--- config.mk ---
export PLATFORM = sky130hd
export DESIGN_NAME = hop_lane_launch_sched
export DESIGN_NICKNAME = d
export VERILOG_FILES = /design/src/rtl/hop_lane_launch_sched.sv
export SDC_FILE = /design/constraint.sdc
export NUM_CORES = 1
export LEC_CHECK = 0
export CORE_MARGIN = 2
export CORE_UTILIZATION = 45
export CTS_BUF_LIST = sky130_fd_sc_hd__clkbuf_2
export DETAILED_ROUTE_END_ITERATION = 7
export GPL_TIMING_DRIVEN = 1
export HOLD_SLACK_MARGIN = 0.02
export PLACE_DENSITY = 0.71
export RECOVER_POWER = 25
export SYNTH_ARGS = -nofsm -noshare
export SYNTH_HDL_FRONTEND = slang
export SYNTH_SLANG_ARGS = --single-unit
export TNS_END_PERCENT = 5
--- constraint.sdc ---
create_clock -name clock0 -period 1.7 [get_ports clock0]
set_input_delay 0.17 -clock clock0 [delete_from_list [all_inputs] [get_ports clock0]]
set_output_delay 0.17 -clock clock0 [all_outputs]
set_load 0.005 [all_outputs]
--- src/rtl/hop_lane_launch_sched.sv ---
// Launch sequencer for a bank of four two-flop capture lanes: round-robin grant,
// lane reset, settle, one-cycle start pulse and a latency/echo check per launch.
module hop_lane_launch_sched #(
   parameter int RST_CYC    = 2,
   parameter int SETTLE_CYC = 1,
   parameter int LAT        = 2,
   parameter int ERR_W      = 8
) (
   input  logic             clock0,
   input  logic             rst1,
   input  logic [3:0]       req,
   input  logic [3:0]       lane_q,
   output logic [3:0]       lane_rst,
   output logic [3:0]       lane_start,
   output logic             busy,
   output logic             done,
   output logic [1:0]       done_lane,
   output logic             pass,
   output logic [ERR_W-1:0] err_cnt
);

   typedef enum logic [2:0] {
      S_IDLE,
      S_RST,
      S_SETTLE,
      S_FIRE,
      S_WAIT,
      S_DONE
   } state_t;

   localparam int MAX_A   = (RST_CYC > SETTLE_CYC) ? RST_CYC : SETTLE_CYC;
   localparam int MAX_CNT = (MAX_A > LAT + 1) ? MAX_A : LAT + 1;
   localparam int CNT_W   = $clog2(MAX_CNT + 1);

   localparam logic [CNT_W-1:0] RST_LAST    = CNT_W'(RST_CYC - 1);
   localparam logic [CNT_W-1:0] SETTLE_LAST = CNT_W'(SETTLE_CYC - 1);
   localparam logic [CNT_W-1:0] ECHO_IDX    = CNT_W'(LAT);
   localparam logic [CNT_W-1:0] WAIT_LAST   = CNT_W'(LAT + 1);
   localparam logic [ERR_W-1:0] ERR_MAX     = {ERR_W{1'b1}};

   state_t           state_q;
   logic [1:0]       rr_q;
   logic [1:0]       g_q;
   logic [CNT_W-1:0] cnt_q;
   logic             fail_q;
   logic [3:0]       lane_rst_q;
   logic [3:0]       lane_start_q;
   logic             busy_q;
   logic             done_q;
   logic [1:0]       done_lane_q;
   logic             pass_q;
   logic [ERR_W-1:0] err_cnt_q;

   logic [1:0] grant_d;
   logic       grant_found;
   logic [1:0] probe_idx;
   logic       lane_bit;
   logic       echo_exp;
   logic       fail_d;

   function automatic logic [3:0] onehot(input logic [1:0] idx);
      logic [3:0] r;
      r      = '0;
      r[idx] = 1'b1;
      return r;
   endfunction

   // Round-robin search starts one past the last winner; the fourth probe
   // wraps back onto rr_q itself so a lone requester can win again.
   always_comb begin
      // NOTE: every combinational output gets a default first so no path
      // through the block leaves it unassigned and infers a latch.
      grant_d     = rr_q;
      grant_found = 1'b0;
      probe_idx   = rr_q;
      for (int k = 1; k <= 4; k++) begin
         probe_idx = rr_q + 2'(k);
         if (!grant_found && req[probe_idx]) begin
            grant_d     = probe_idx;
            grant_found = 1'b1;
         end
      end
   end

   assign lane_bit = lane_q[g_q];
   assign echo_exp = (cnt_q == ECHO_IDX);
   assign fail_d   = fail_q | (lane_bit ^ echo_exp);

   // NOTE: all state below is updated with non-blocking assignments so every
   // register samples the pre-edge values regardless of statement order.
   always_ff @(posedge clock0 or posedge rst1) begin
      if (rst1) begin
         state_q      <= S_IDLE;
         rr_q         <= 2'd3;
         g_q          <= 2'd0;
         cnt_q        <= '0;
         fail_q       <= 1'b0;
         lane_rst_q   <= 4'hF;
         lane_start_q <= 4'h0;
         busy_q       <= 1'b0;
         done_q       <= 1'b0;
         done_lane_q  <= 2'd0;
         pass_q       <= 1'b0;
         err_cnt_q    <= '0;
      end else begin
         done_q       <= 1'b0;
         lane_start_q <= 4'h0;
         case (state_q)
            S_IDLE: begin
               lane_rst_q <= 4'h0;
               if (|req) begin
                  g_q        <= grant_d;
                  rr_q       <= grant_d;
                  fail_q     <= 1'b0;
                  cnt_q      <= '0;
                  lane_rst_q <= onehot(grant_d);
                  busy_q     <= 1'b1;
                  state_q    <= S_RST;
               end
            end
            S_RST: begin
               if (cnt_q == RST_LAST) begin
                  lane_rst_q <= 4'h0;
                  cnt_q      <= '0;
                  state_q    <= S_SETTLE;
               end else begin
                  cnt_q <= cnt_q + 1'b1;
               end
            end
            S_SETTLE: begin
               // A freshly reset lane must read zero before it is fired.
               fail_q <= fail_q | lane_bit;
               if (cnt_q == SETTLE_LAST) begin
                  lane_start_q <= onehot(g_q);
                  state_q      <= S_FIRE;
               end else begin
                  cnt_q <= cnt_q + 1'b1;
               end
            end
            S_FIRE: begin
               cnt_q   <= CNT_W'(1);
               state_q <= S_WAIT;
            end
            S_WAIT: begin
               fail_q <= fail_d;
               if (cnt_q == WAIT_LAST) begin
                  done_q      <= 1'b1;
                  done_lane_q <= g_q;
                  pass_q      <= ~fail_d;
                  if (fail_d && (err_cnt_q != ERR_MAX)) begin
                     err_cnt_q <= err_cnt_q + 1'b1;
                  end
                  state_q <= S_DONE;
               end else begin
                  cnt_q <= cnt_q + 1'b1;
               end
            end
            S_DONE: begin
               busy_q  <= 1'b0;
               state_q <= S_IDLE;
            end
            default: begin
               busy_q     <= 1'b0;
               lane_rst_q <= 4'h0;
               state_q    <= S_IDLE;
            end
         endcase
      end
   end

   assign lane_rst   = lane_rst_q;
   assign lane_start = lane_start_q;
   assign busy       = busy_q;
   assign done       = done_q;
   assign done_lane  = done_lane_q;
   assign pass       = pass_q;
   assign err_cnt    = err_cnt_q;

endmodule

==> metrics.cfg <==
[status]
status = finished with violations
violations = negative setup slack

[pwr]
p_leak_nw = 0.9905
power.density_nw_per_um2 = 1403
vdd_drop_max_v = 0.0009024

[place]
post-place-cells = 252
gp_congestion = 0.8473
io_buffers = 30
hpwl_um = 2616

[routing]
vias = 1386
drtAntennaViolNets = 0
vias_per_cell = 5.230
wirelength_um = 3645
first_pass_iters = 4
drc_errors = 0
wl_per_cell_um = 13.75
drt_iter0_markers = 96

[finish]
area_delta_synth_final_pct = 43.26
nNetsFinal = 233
drive_gt1_share_pct = 32.42
diodes = 0
final_core_util_pct = 68.22
final_common_cell = clkdlybuf4s50_1
final_cell_mix = 29 x clkdlybuf4s50_1, 27 x buf_4, 22 x dfrtp_1
num-fill-cells = 244
stdcell_count = 265

[sta]
finalSetupTns_ps = -26.67
fmax_mhz = 579.2
period_share_pct = 101.6
fin_ws_ps = -26.67
max-slew-margin-rel_pct = 50.30
drv_slew = 0
setup_viol = 1
tightest_slew_ps = 745.5
finalHoldViolCount = 0
finClkSkew_ps = 19.51
period_needed_ps = 1727
grt_setup_unrepaired = yes

[critical_path]
start_kind = flip-flop
critPathKind = flip-flop to flip-flop
arrival_ps = 1990
endpoint_kind = flip-flop
crit_required_ps = 1960
worstPathMaxFanout = 3

[synthesis]
syn-num-nets = 174
synth_area_leaders = dfrtp_1 39%, dfstp_2 9.8%, xor2_1 4.3%, nand2_1 4.2%, ha_1 3.9%
netlist_area_um2 = 1614
synth_seq_cells = 31
synth_enable_flop_cells = 0
yosysSeqAreaShare_pct = 48.53
synth_top_area_share_pct = 38.76
yosys_warnings = 0
synth_cell_types = 38
yosysTopAreaCell = dfrtp_1
synthCells = 159
synthArstFlopShare_pct = 100.0
synthFlopType = dfrtp_1
postSynthAreaPerCell_um2 = 10.15

[cts]
cts-hold-fix-buffers = 0
cts_buffers = 5
cts_buffer_depth = 2
path_clk_slew_ps = 170
cts_max_level = 2
cts_root_buffer = clkbuf_2
worstSkewPairLatency_ps = 370
cts.sinks = 31
cts_tree = built

[run]
cap_violations = 0

[global_routing]
grt_pass1_wl_um = 6285
antenna_found_initial = 0
grt_use_met1_pct = 27.15
grt.total_usage_pct = 19.89
busiest_layer = met2
grt_pass1_vias = 1317
grt-ovfl-total = 0
grtUsageMet3_pct = 4.754
grt_max_degree = 32
met2_usage_pct = 31.51

[floorplan]
ios = 31
die_width_um = 63.89
die_h_um = 63.89
core.rowCount = 21
coreArea_um2 = 3390
initial_utilization_pct = 47.62
die_area_um2 = 4082

[min_path]
min_path_type = input pin to async pin

worst max-delay path, stage by stage, from the launching register on:
cell and delay [ps]:
dfrtp_2 430, mux2i_2 280, xor2_1 100, a22o_1 270, or2_4 260, mux2_4 290
final timing paths:
kind	start	to	slack [ps]	cells after the start
max	g_q[1]	err_cnt[1]	-30	5
min	rst1	done_lane[0]	430	3
max reg2reg	g_q[1]	err_cnt[1]	-30	5
min reg2reg	lane_rst[1]	lane_rst[1]	500	2
max in group asynchronous	rst1	state_q[1]	740	3
min in group clock0	lane_rst[1]	lane_rst[1]	500	2
report_power, final:
| group | switching [mW] | internal (mW) | leakage (nW) |
|---|---|---|---|
| Sequential | 0.193 | 0.956 | 0.357 |
| Combinational | 0.843 | 0.899 | 0.603 |
| Clock | 0.251 | 0.101 | 0.0304 |
| Total | 1.29 | 1.96 | 0.990 |
timing repair:
item                       CTS  global route
pin swaps                    6             7
resized for setup            3            21
gates cloned                 0             0
buffers inserted             1             4
setup endpoints to repair    3            16
synth_stat cells, types with 2 or more instances:
| library cell | count |
|---|---|
| nand2b_1 | 4 |
| a32o_1 | 2 |
| nor4_2 | 3 |
| inv_1 | 10 |
| nor3_1 | 10 |
| ha_1 | 5 |
| nor2b_1 | 2 |
| a21oi_1 | 7 |
| buf_6 | 3 |
| clkbuf_1 | 3 |
| dfrtp_1 | 25 |
| nor2_1 | 6 |
| a21o_1 | 2 |
| mux2i_1 | 3 |
| o21ai_0 | 9 |
| a31oi_1 | 3 |
| o21a_1 | 4 |
| nand3_1 | 5 |
| mux2_2 | 3 |
| dfstp_2 | 6 |
| xor2_1 | 8 |
| nor3b_1 | 2 |
| xnor2_1 | 2 |
| nand2_1 | 18 |
cell type report:
cell class / instances / area, um^2 / share of cell area, %
Inverter: 10 / 37.54 / 1.623
Clock inverter: 2 / 8.758 / 0.3788
Clock buffer: 6 / 30.03 / 1.299
Multi-Input combinational cell: 110 / 852.1 / 36.85
Tap cell: 46 / 57.56 / 2.489
Timing Repair Buffer: 60 / 539.3 / 23.32
Sequential cell: 31 / 787.0 / 34.04
state kept, by name, indices dropped and copies added (netlist names):
signal	cells
cnt_q	2
state_q	3
g_q	2
done	1
lane_rst	4
pass	1
fail_q	1
err_cnt	8
done_lane	2
busy	1
lane_start	4
rr_q	2
routing by layer:
| layer | part of all wire, % | vias to the layer above |
|---|---|---|
| li1 | - | 673 |
| met5 | 0 | - |
| met4 | 1.8 | 0 |
| met2 | 51 | 27 |
| met3 | 3.4 | 8 |
| met1 | 44 | 678 |
through the flow:
| stage | cell area [um^2] | setup slack, ps | total power, mW | hold slack [ps] |
|---|---|---|---|---|
| after global placement | 2136 | -132.3 | 2.609 | 461.2 |
| after floorplan | 1632 | -47.55 | 2.090 | 269.1 |
| after global routing | 2312 | -94.34 | 3.510 | 497.4 |
| final | 2312 | -26.67 | 3.243 | 426.1 |
| after CTS | 2205 | -52.40 | 3.079 | 165.5 |
| after detailed placement | 2136 | -172.2 | 2.673 | 465.1 |
kinds of logic (layout without fill, tap and decap cells):
kind of cell / count (synthesis) / in the layout / share of synthesized area (%)
AND/OR/NAND/NOR: 56 / 56 / 18.91
AO/OA/AOI/OAI: 32 / 32 / 12.71
flip-flops: 31 / 31 / 48.53
buffers and inverters: 18 / 78 / 5.658
XOR/XNOR: 10 / 10 / 5.427
multiplexers: 7 / 7 / 4.883
adder cells (fa/ha/maj): 5 / 5 / 3.876
Power figures use the tool's default switching activity.
